==> src/rtl/branch_predictor_if.sv <==
// Fetch-side lookup and EX-side resolution bundle shared by the predictor and its driver.
interface branch_predictor_if;
  logic [31:0] if_pc_i;
  logic        pred_taken_o;
  logic [31:0] pred_target_o;
  logic        pred_hit_o;
  logic        ex_valid_i;
  logic [31:0] ex_pc_i;
  logic        ex_is_br_i;
  logic        ex_is_uncbr_i;
  logic        ex_taken_i;
  logic [31:0] ex_target_i;
  logic        ex_pred_taken_i;
  logic [31:0] ex_pred_target_i;
  logic        mispredict_o;
  logic [31:0] redirect_pc_o;
  logic [31:0] br_count_o;
  logic [31:0] mispred_count_o;

  modport master (
    output if_pc_i, ex_valid_i, ex_pc_i, ex_is_br_i, ex_is_uncbr_i, ex_taken_i,
           ex_target_i, ex_pred_taken_i, ex_pred_target_i,
    input  pred_taken_o, pred_target_o, pred_hit_o, mispredict_o, redirect_pc_o,
           br_count_o, mispred_count_o
  );

  modport slave (
    input  if_pc_i, ex_valid_i, ex_pc_i, ex_is_br_i, ex_is_uncbr_i, ex_taken_i,
           ex_target_i, ex_pred_taken_i, ex_pred_target_i,
    output pred_taken_o, pred_target_o, pred_hit_o, mispredict_o, redirect_pc_o,
           br_count_o, mispred_count_o
  );
endinterface

==> src/rtl/branch_predictor.sv <==
// Direct-mapped BTB with 2-bit saturating counters: zero-latency fetch lookup,
// EX-stage training, mispredict detection and branch/mispredict counters.
module branch_predictor #(
  parameter int ENTRIES = 16,
  localparam int IDX_W = $clog2(ENTRIES),
  localparam int TAG_W = 30 - IDX_W
) (
  input logic clk_i,
  input logic rst_i,
  branch_predictor_if.slave bp
);

  logic             valid_r  [ENTRIES];
  logic [TAG_W-1:0] tag_r    [ENTRIES];
  logic [31:0]      target_r [ENTRIES];
  logic [1:0]       ctr_r    [ENTRIES];
  logic [31:0]      br_count_r;
  logic [31:0]      mispred_count_r;

  logic [IDX_W-1:0] lk_idx_s;
  logic [TAG_W-1:0] lk_tag_s;
  logic             lk_hit_s;
  logic             lk_taken_s;
  logic [IDX_W-1:0] ex_idx_s;
  logic [TAG_W-1:0] ex_tag_s;
  logic             ex_hit_s;
  logic             is_cf_s;
  logic             act_s;
  logic             mispredict_s;
  logic             unused_pc_bits_s;

  assign unused_pc_bits_s = ^{bp.if_pc_i[1:0], bp.ex_pc_i[1:0]};

  // Lookup reads the registered table directly, so a same-cycle update is not bypassed.
  assign lk_idx_s   = bp.if_pc_i[IDX_W+1:2];
  assign lk_tag_s   = bp.if_pc_i[31:IDX_W+2];
  assign lk_hit_s   = valid_r[lk_idx_s] && (tag_r[lk_idx_s] == lk_tag_s);
  assign lk_taken_s = lk_hit_s && ctr_r[lk_idx_s][1];

  assign bp.pred_hit_o    = lk_hit_s;
  assign bp.pred_taken_o  = lk_taken_s;
  assign bp.pred_target_o = lk_taken_s ? target_r[lk_idx_s] : (bp.if_pc_i + 32'd4);

  assign ex_idx_s     = bp.ex_pc_i[IDX_W+1:2];
  assign ex_tag_s     = bp.ex_pc_i[31:IDX_W+2];
  assign ex_hit_s     = valid_r[ex_idx_s] && (tag_r[ex_idx_s] == ex_tag_s);
  assign is_cf_s      = bp.ex_is_br_i | bp.ex_is_uncbr_i;
  assign act_s        = is_cf_s & bp.ex_taken_i;
  assign mispredict_s = bp.ex_valid_i &&
                        ((act_s != bp.ex_pred_taken_i) ||
                         (act_s && (bp.ex_target_i != bp.ex_pred_target_i)));

  assign bp.mispredict_o    = mispredict_s;
  assign bp.redirect_pc_o   = act_s ? bp.ex_target_i : (bp.ex_pc_i + 32'd4);
  assign bp.br_count_o      = br_count_r;
  assign bp.mispred_count_o = mispred_count_r;

  // Table training and performance counting; reset wins over any in-flight update.
  always_ff @(posedge clk_i) begin
    if (rst_i) begin
      for (int i = 0; i < ENTRIES; i++) begin
        valid_r[i]  <= 1'b0;
        tag_r[i]    <= '0;
        target_r[i] <= 32'd0;
        ctr_r[i]    <= 2'b01;
      end
      br_count_r      <= 32'd0;
      mispred_count_r <= 32'd0;
    end else if (bp.ex_valid_i) begin
      if (is_cf_s) begin
        br_count_r <= br_count_r + 32'd1;
      end
      if (mispredict_s) begin
        mispred_count_r <= mispred_count_r + 32'd1;
      end
      if (ex_hit_s) begin
        if (bp.ex_is_uncbr_i) begin
          ctr_r[ex_idx_s]    <= 2'b11;
          target_r[ex_idx_s] <= bp.ex_target_i;
        end else if (bp.ex_is_br_i) begin
          if (bp.ex_taken_i) begin
            target_r[ex_idx_s] <= bp.ex_target_i;
            if (ctr_r[ex_idx_s] != 2'b11) begin
              ctr_r[ex_idx_s] <= ctr_r[ex_idx_s] + 2'b01;
            end
          end else if (ctr_r[ex_idx_s] != 2'b00) begin
            ctr_r[ex_idx_s] <= ctr_r[ex_idx_s] - 2'b01;
          end
        end else begin
          // A non-branch sitting at a cached PC means the entry is stale.
          valid_r[ex_idx_s] <= 1'b0;
        end
      end else if (act_s) begin
        valid_r[ex_idx_s]  <= 1'b1;
        tag_r[ex_idx_s]    <= ex_tag_s;
        target_r[ex_idx_s] <= bp.ex_target_i;
        ctr_r[ex_idx_s]    <= bp.ex_is_uncbr_i ? 2'b11 : 2'b10;
      end
    end
  end

endmodule

==> src/flat_wrapper.sv <==
// flat-port wrapper written by rule: the top's interface ports become plain ports
module branch_predictor_flat 
#(
  parameter int ENTRIES = 16,
  localparam int IDX_W = $clog2(ENTRIES),
  localparam int TAG_W = 30 - IDX_W
)
  (clk_i, rst_i, bp_if_pc_i, bp_ex_valid_i, bp_ex_pc_i, bp_ex_is_br_i, bp_ex_is_uncbr_i, bp_ex_taken_i, bp_ex_target_i, bp_ex_pred_taken_i, bp_ex_pred_target_i, bp_pred_taken_o, bp_pred_target_o, bp_pred_hit_o, bp_mispredict_o, bp_redirect_pc_o, bp_br_count_o, bp_mispred_count_o);
  branch_predictor_if bp_i ();
  input logic clk_i;
  input logic rst_i;
  input wire logic [$bits(bp_i.if_pc_i)-1:0] bp_if_pc_i;
  input wire logic [$bits(bp_i.ex_valid_i)-1:0] bp_ex_valid_i;
  input wire logic [$bits(bp_i.ex_pc_i)-1:0] bp_ex_pc_i;
  input wire logic [$bits(bp_i.ex_is_br_i)-1:0] bp_ex_is_br_i;
  input wire logic [$bits(bp_i.ex_is_uncbr_i)-1:0] bp_ex_is_uncbr_i;
  input wire logic [$bits(bp_i.ex_taken_i)-1:0] bp_ex_taken_i;
  input wire logic [$bits(bp_i.ex_target_i)-1:0] bp_ex_target_i;
  input wire logic [$bits(bp_i.ex_pred_taken_i)-1:0] bp_ex_pred_taken_i;
  input wire logic [$bits(bp_i.ex_pred_target_i)-1:0] bp_ex_pred_target_i;
  output wire logic [$bits(bp_i.pred_taken_o)-1:0] bp_pred_taken_o;
  output wire logic [$bits(bp_i.pred_target_o)-1:0] bp_pred_target_o;
  output wire logic [$bits(bp_i.pred_hit_o)-1:0] bp_pred_hit_o;
  output wire logic [$bits(bp_i.mispredict_o)-1:0] bp_mispredict_o;
  output wire logic [$bits(bp_i.redirect_pc_o)-1:0] bp_redirect_pc_o;
  output wire logic [$bits(bp_i.br_count_o)-1:0] bp_br_count_o;
  output wire logic [$bits(bp_i.mispred_count_o)-1:0] bp_mispred_count_o;
  assign bp_i.if_pc_i = bp_if_pc_i;
  assign bp_i.ex_valid_i = bp_ex_valid_i;
  assign bp_i.ex_pc_i = bp_ex_pc_i;
  assign bp_i.ex_is_br_i = bp_ex_is_br_i;
  assign bp_i.ex_is_uncbr_i = bp_ex_is_uncbr_i;
  assign bp_i.ex_taken_i = bp_ex_taken_i;
  assign bp_i.ex_target_i = bp_ex_target_i;
  assign bp_i.ex_pred_taken_i = bp_ex_pred_taken_i;
  assign bp_i.ex_pred_target_i = bp_ex_pred_target_i;
  assign bp_pred_taken_o = bp_i.pred_taken_o;
  assign bp_pred_target_o = bp_i.pred_target_o;
  assign bp_pred_hit_o = bp_i.pred_hit_o;
  assign bp_mispredict_o = bp_i.mispredict_o;
  assign bp_redirect_pc_o = bp_i.redirect_pc_o;
  assign bp_br_count_o = bp_i.br_count_o;
  assign bp_mispred_count_o = bp_i.mispred_count_o;
  branch_predictor #(.ENTRIES(ENTRIES)) u_core (.clk_i(clk_i), .rst_i(rst_i), .bp(bp_i));
endmodule
==> config.mk <==
export PLATFORM = sky130hd
export DESIGN_NAME = branch_predictor_flat
export DESIGN_NICKNAME = d
export VERILOG_FILES = /design/src/rtl/branch_predictor_if.sv /design/src/rtl/branch_predictor.sv /design/src/flat_wrapper.sv
export SDC_FILE = /design/constraint.sdc
export NUM_CORES = 2
export LEC_CHECK = 0
export ABC_AREA = 0
export BUFFER_PORTS_ARGS = -buffer_cell sky130_fd_sc_hd__buf_2
export CORE_ASPECT_RATIO = 0.5
export CORE_MARGIN = 1.5
export CORE_UTILIZATION = 29
export DETAILED_ROUTE_END_ITERATION = 7
export PLACE_DENSITY_LB_ADDON = 0.15
export SYNTH_ARGS = -nofsm -noshare
export SYNTH_HDL_FRONTEND = slang
export SYNTH_SLANG_ARGS = --single-unit
==> constraint.sdc <==
create_clock -name clk_i -period 6.9 [get_ports clk_i]
set_clock_uncertainty 0.1 [all_clocks]
set_input_delay 0.69 -clock clk_i [delete_from_list [all_inputs] [get_ports clk_i]]
set_output_delay 0.69 -clock clk_i [all_outputs]
set_load 0.02 [all_outputs]
# Word-level counts from Yosys, hierarchy flattened
# Memory sizes are Yosys's and may differ from the RTL's.
# Index checks and enable logic that the tools add are counted.
word_totals:
  register_bits: 64
  mem_bits_rw: 976
  memories: 4
classes:
  addsub: 6
  n_eq_ne: 5
  muxes: 62
  bitwise_logic: 8
  n_reduce_logical: 13
mem_list:
  columns: ["name", "words", "word_bits", "rd", "rd_ports_with_merged_regs", "write_ports", "line_no", "rtl"]
  rows:
  - ["u_core.target_r", 16, 32, 1, 0, 16, "branch_predictor.sv:15", "logic [31:0] target_r [ENTRIES];"]
  - ["u_core.tag_r", 16, 26, 2, 0, 16, "branch_predictor.sv:14", "logic [TAG_W-1:0] tag_r [ENTRIES];"]
  - ["u_core.ctr_r", 16, 2, 2, 0, 16, "branch_predictor.sv:16", "logic [1:0] ctr_r [ENTRIES];"]
  - ["u_core.valid_r", 16, 1, 2, 0, 16, "branch_predictor.sv:13", "logic valid_r [ENTRIES];"]
ops:
  columns: ["cell", "n"]
  rows:
  - ["32-bit two-way mux", 5]
  - ["32-bit by 1-bit adder with 32-bit output (second input constant)", 2]
  - ["32-bit by 3-bit adder with 32-bit output (second input constant)", 2]
  - ["26-bit equality test", 2]
  - ["1-bit two-way mux", 48]
  - ["32-bit != test", 1]
  - ["32-bit OR reduction", 1]
  - ["26-bit two-way mux", 1]
  - ["26-bit OR reduction", 1]
  - ["4-bit two-way mux", 4]
  - ["2-bit two-way mux", 4]
  - ["1-bit bitwise OR", 7]
  - ["1-bit logical AND", 5]
  - ["2-bit AND reduction", 2]
  - ["2-bit by 1-bit adder with 2-bit output (second input constant)", 1]
  - ["2-bit != test (second input constant)", 1]
  - ["2-bit nonzero test", 1]
  - ["2-bit OR reduction", 1]
  - ["2-bit by 1-bit subtractor with 2-bit output (second input constant)", 1]
  - ["1-bit bitwise AND", 1]
  - ["1-bit logical OR", 1]
  - ["1-bit != test", 1]
  - ["1-bit OR reduction", 1]

# Longest topological paths before layout
# An unclocked memory read counts as a cell.
depth:
  word_depth: 15
  depth_mapped: 18
  mapped_depth_nobuf: 10

# Least setup slack after synthesis
# OpenSTA, ideal clock, no wires.
synth_timing:
  kind: "input to output"
  start: "input port bp_if_pc_i[2]"
  end: "output port bp_pred_target_o[10]"
  arrival_time_ps: 3782
  setup_slack_ps: 2328
  path_stages: 9
  path_buffers: 6
  path_cell_list: "buf_6 buf_6 buf_2 buf_2 clkbuf_1 buf_1 mux4_2 mux4_2 mux2_1"
synth_between:
  elab_chain_len: 5
  word_cells_on_any_way: 9
  classes_between: "1 x add/sub; 1 x eq/ne; 1 x mux; 2 x reduce/logical; 4 x memory"
synth_rtl:
  columns: ["element", "line_no", "rtl"]
  rows:
  - ["from (decl)", "flat_wrapper.sv:12", "input wire logic [$bits(bp_i.if_pc_i)-1:0] bp_if_pc_i;"]
  - ["memory 16 x 26 bit", null, null]
  - ["26-bit equality test", "branch_predictor.sv:37", "assign lk_hit_s = valid_r[lk_idx_s] && (tag_r[lk_idx_s] == lk_tag_s);"]
  - ["1-bit logical AND", "branch_predictor.sv:37", null]
  - ["1-bit logical AND", "branch_predictor.sv:38", "assign lk_taken_s = lk_hit_s && ctr_r[lk_idx_s][1];"]
  - ["32-bit two-way mux (*)", "branch_predictor.sv:42", "assign bp.pred_target_o = lk_taken_s ? target_r[lk_idx_s] : (bp.if_pc_i + 32'd4);"]
  - ["to (decl)", "flat_wrapper.sv:22", "output wire logic [$bits(bp_i.pred_target_o)-1:0] bp_pred_target_o;"]
# Every way passes the cells marked *; elsewhere a longest branch is shown, timed or not.

# Worst setup path after layout
layout_timing:
  start: "input port bp_if_pc_i[3]"
  end: "output port bp_pred_target_o[22]"
# Same word-level chain as after synthesis.

==> metrics.md <==
| Metric | Value |
|---|---|
| Lkg Pwr | 22.7 nW |
| Post-CTS Setup Bufs | 0 |
| Hold Violations, Final | 0 |
| Vias per inst | 5.61 |
| Starting DRT DRC Count | 4185 |
| DRT Pass-1 Iters | 6 |
| Hold WS | 381 ps |
| Detailed-route wire length | 221 mm |
| PostCTS Resize Cnt | 0 |
| Clk pin slew, worst setup/hold paths | 70 ps |
| CTS tree | built |
| CP required | slightly above 6000 ps |
| Synth Instances | 3885 |
| Fin crit share | 0.844 |
| Initial antenna violation count | 24 |
| Startpoint types | input port |
| Cell variety after synth | between 70 and 80 |
| Layout cells sized above 1 | 0.282 |
| Maxcap violations | 0 |
| All-Layer GR Usage | 0.226 |
| Critical path class | in2out |
| Most frequent CP cell | buf_4 |
| Detailed Place HPWL | 137 mm |
| Critical Path, Cell by Cell | buf_8 -> buf_4 -> mux2i_1 -> mux2i_1 -> xor2_1 -> nor4_1 -> buf_4 -> nand4_1 -> nor4_4 -> and2_2 -> buf_4 -> buf_4 -> o21ai_0 -> buf_2 |
| Synth Flop Type | edfxtp_1 |
| Combinational share of power | 0.127 |
| Post-Synth Adder-Cell Area | 0.00205 |
| Post-synth ARST share | 0 |
| Die W | 619 µm |
| Die area | 0.192 mm² |
| Critical path's slowest cell | buf_4 |
| # DRC | 0 |
| CP max FO | 67 |
| Post-DRT Antenna Nets | 0 |
| Clock Path Buffers | 3 |
| Filler cells | between 15k and 20k |
| Synth Area in Simple Gates | 0.161 |
| Vias in the first global route | 37.0k |
| Internal | 11.1 mW |
| Pins Over Slew Limit | 0 |
| TNS Setup | 0 ps |
| Main combinational cell family by area after synthesis | multiplexers |
| Buf/Inv on CP | 6 |
| Sink Count | 1040 |
| Fmax | 172 MHz |
| Xor/xnor share of the synthesized area | 0.0283 |
| Syn nets | 4029 |
| Largest stage delay, worst path | 700 ps |
| CTS H-tree depth | 3 |
| Final RePlAce weighted congestion | 0.901 |
| Switching part of the total | 0.269 |
| Cell area after synthesis | 0.0550 mm² |
| GRT overflow | 0 |
| Core box area | 0.188 mm² |
| First-pass GRT wire length | a little over 300 mm |
| Avg WL per Cell | 33.4 µm |
| Status | completed |
| Post-layout minimum cycle time | 5820 ps |
| Chip height | 311 µm |
| Register area share after synthesis | 0.556 |
| Proportion of synthesized area in mux cells | 0.181 |
| Worst slew pin tran | roughly 1300 ps |
| Seq cells post-synth | 1040 |
| Final Net Count | 4142 |
| Setup violators final | 0 |
| Clock Latency Late Sink | 770 ps |
| FP Rows | 112 |
| IO Count | roughly 270 |
| Crit end category | output pin |
| Clock power share | 0.391 |
| Mean Syn Cell Area | 14.2 µm² |
| RSZ-0062 raised after global routing | false |
| Compound-Gate Fraction of Synth Area | 0.0298 |
| Relative slew slack | 0.119 |
| Via count | around 37k |
| Switching power total | approximately 4.1 mW |
| CP top delay family | buffers and inverters |
| Post-cts hold buffer count | 0 |
| TritonCTS buffer count | 107 |
| Port buffer count | between 200 and 300 |
| Initial Util | 0.293 |
| HP Class | in2reg |
| EDFF count, synth | 976 |
| Crit path DAT | 5030 ps |
| Sequential power share | 0.482 |
| Worst vdd ir | ~0.00020 V |
| Largest net degree at the start of global routing | 185 |
| Synth warnings | 0 |
| PD cells | about 240 mW/mm² |
| Root buffer cell | clkbuf_16 |
| Area growth from synthesis to layout | 13.8% |
cell families after synthesis:
kind of cell    count (synthesis)
fa+ha+maj                       9
flops                        1040
compound gates                249
mux                           522
buf+inv                       472
xor+xnor                      178
simple gates                 1415
Yosys cell counts, types with 16 or more instances:
cell type | n | area share
edfxtp_1 | 976 | 0.53
and3_1 | 541 | 0.062
mux4_2 | 374 | 0.15
clkbuf_1 | 251 | 0.017
and2_1 | 219 | 0.025
nor4_1 | 131 | 0.015
nand2_1 | 129 | 0.0088
mux2i_1 | 118 | 0.021
nor2_1 | 102 | 0.0070
nor4_2 | 97 | 0.022
xor2_1 | 91 | 0.014
xnor2_1 | 87 | 0.014
o21ai_0 | 77 | 0.0070
buf_2 | 65 | 0.0059
dfxtp_1 | 64 | 0.023
nand3_1 | 63 | 0.0057
clkbuf_2 | 50 | 0.0045
a21oi_1 | 34 | 0.0031
a21o_1 | 33 | 0.0045
nor3_1 | 30 | 0.0027
inv_1 | 28 | 0.0019
buf_1 | 27 | 0.0018
nand4_1 | 23 | 0.0026
a22oi_1 | 21 | 0.0029
a211o_1 | 18 | 0.0029
mux2_1 | 18 | 0.0037
or3_1 | 18 | 0.0020
or2_2 | 16 | 0.0018
power groups by stage:
stage	logic (mW)	clock network (mW)	registers, mW
3_5_place_dp	1.92	0	7.46
3_3_place_gp	1.91	0	7.44
6_report	1.92	5.94	7.33
5_1_grt	1.99	6.25	7.35
2_1_floorplan	1.08	0	7.40
4_1_cts	1.92	6.04	7.32
cell usage in the layout (no fill, tap or decap), drive strengths merged, types with 18 or more instances in the layout:
cell    instances
nand3          63
xnor2          87
nor2          102
a21oi          34
mux2i         121
inv            33
clkbuf        148
nor3           37
buf           442
o21ai          83
mux4          374
a211o          18
nand4          23
xor2           91
clkinv         48
a22oi          21
and2          219
mux2           27
dfxtp          64
edfxtp        976
nand2         129
nor4          228
and3          541
or3            18
a21o           33
registers in the layout (all words and copies together) (netlist names):
name	count
u_core.target_r	512
u_core.tag_r	416
u_core.bp.br_count_o	32
u_core.bp.mispred_count_o	32
u_core.ctr_r	32
u_core.valid_r	16
final cells by class:
class | count | area (µm²) | area share
Clock buffer | 148 | 3060 | 0.0489
Inverter | 34 | 128 | 0.00204
Sequential cell | 1040 | 30600 | 0.489
Tap cell | 2508 | 3140 | 0.0501
Clock inverter | 52 | 413 | 0.00660
Timing Repair Buffer | 442 | 3040 | 0.0485
Antenna cell | 6 | 15.0 | 0.000240
Multi-Input combinational cell | 2373 | 22200 | 0.355
per-stage QoR:
step                instances  utilization  power (mW)  worst slack [ps]  instance area (µm²)
floorplan                3885            -        8.48              2330                55000
global placement         6397        0.315        9.36              1150                59100
detailed placement       6397        0.315        9.37              1080                59100
CTS                      6597        0.334        15.3              1070                62600
global route             6602        0.334        15.6               854                62600
finish                   6603        0.334        15.2              1080                62600
path summary, 6_finish.rpt:
path / from / endpoint / slack (ps) / cells past startpoint
worst max register to register: u_core.tag_r[11][16]$_SDFFCE_PN0P_ / u_core.tag_r[14][4]$_SDFFCE_PN0P_ / 2210 / 10
worst max-delay path: bp_if_pc_i[3] / bp_pred_target_o[22] / 1080 / 14
worst min-delay path: bp_ex_pc_i[19] / u_core.tag_r[11][13]$_SDFFCE_PN0P_ / 380 / 2
worst min register to register: u_core.bp.br_count_o[31]$_SDFFE_PP0P_ / u_core.bp.br_count_o[31]$_SDFFE_PP0P_ / 410 / 2
layer usage:
layer / GRT usage / vias up / share of wire
met1: 0.302 / 19900 / 0.42
li1: - / 15400 / -
met4: 0.0823 / 8 / 0.038
met3: 0.0410 / 319 / 0.064
met2: 0.366 / 1398 / 0.47
met5: 0 / - / 0.00024
Note: power is estimated with default switching activity, not from simulation.
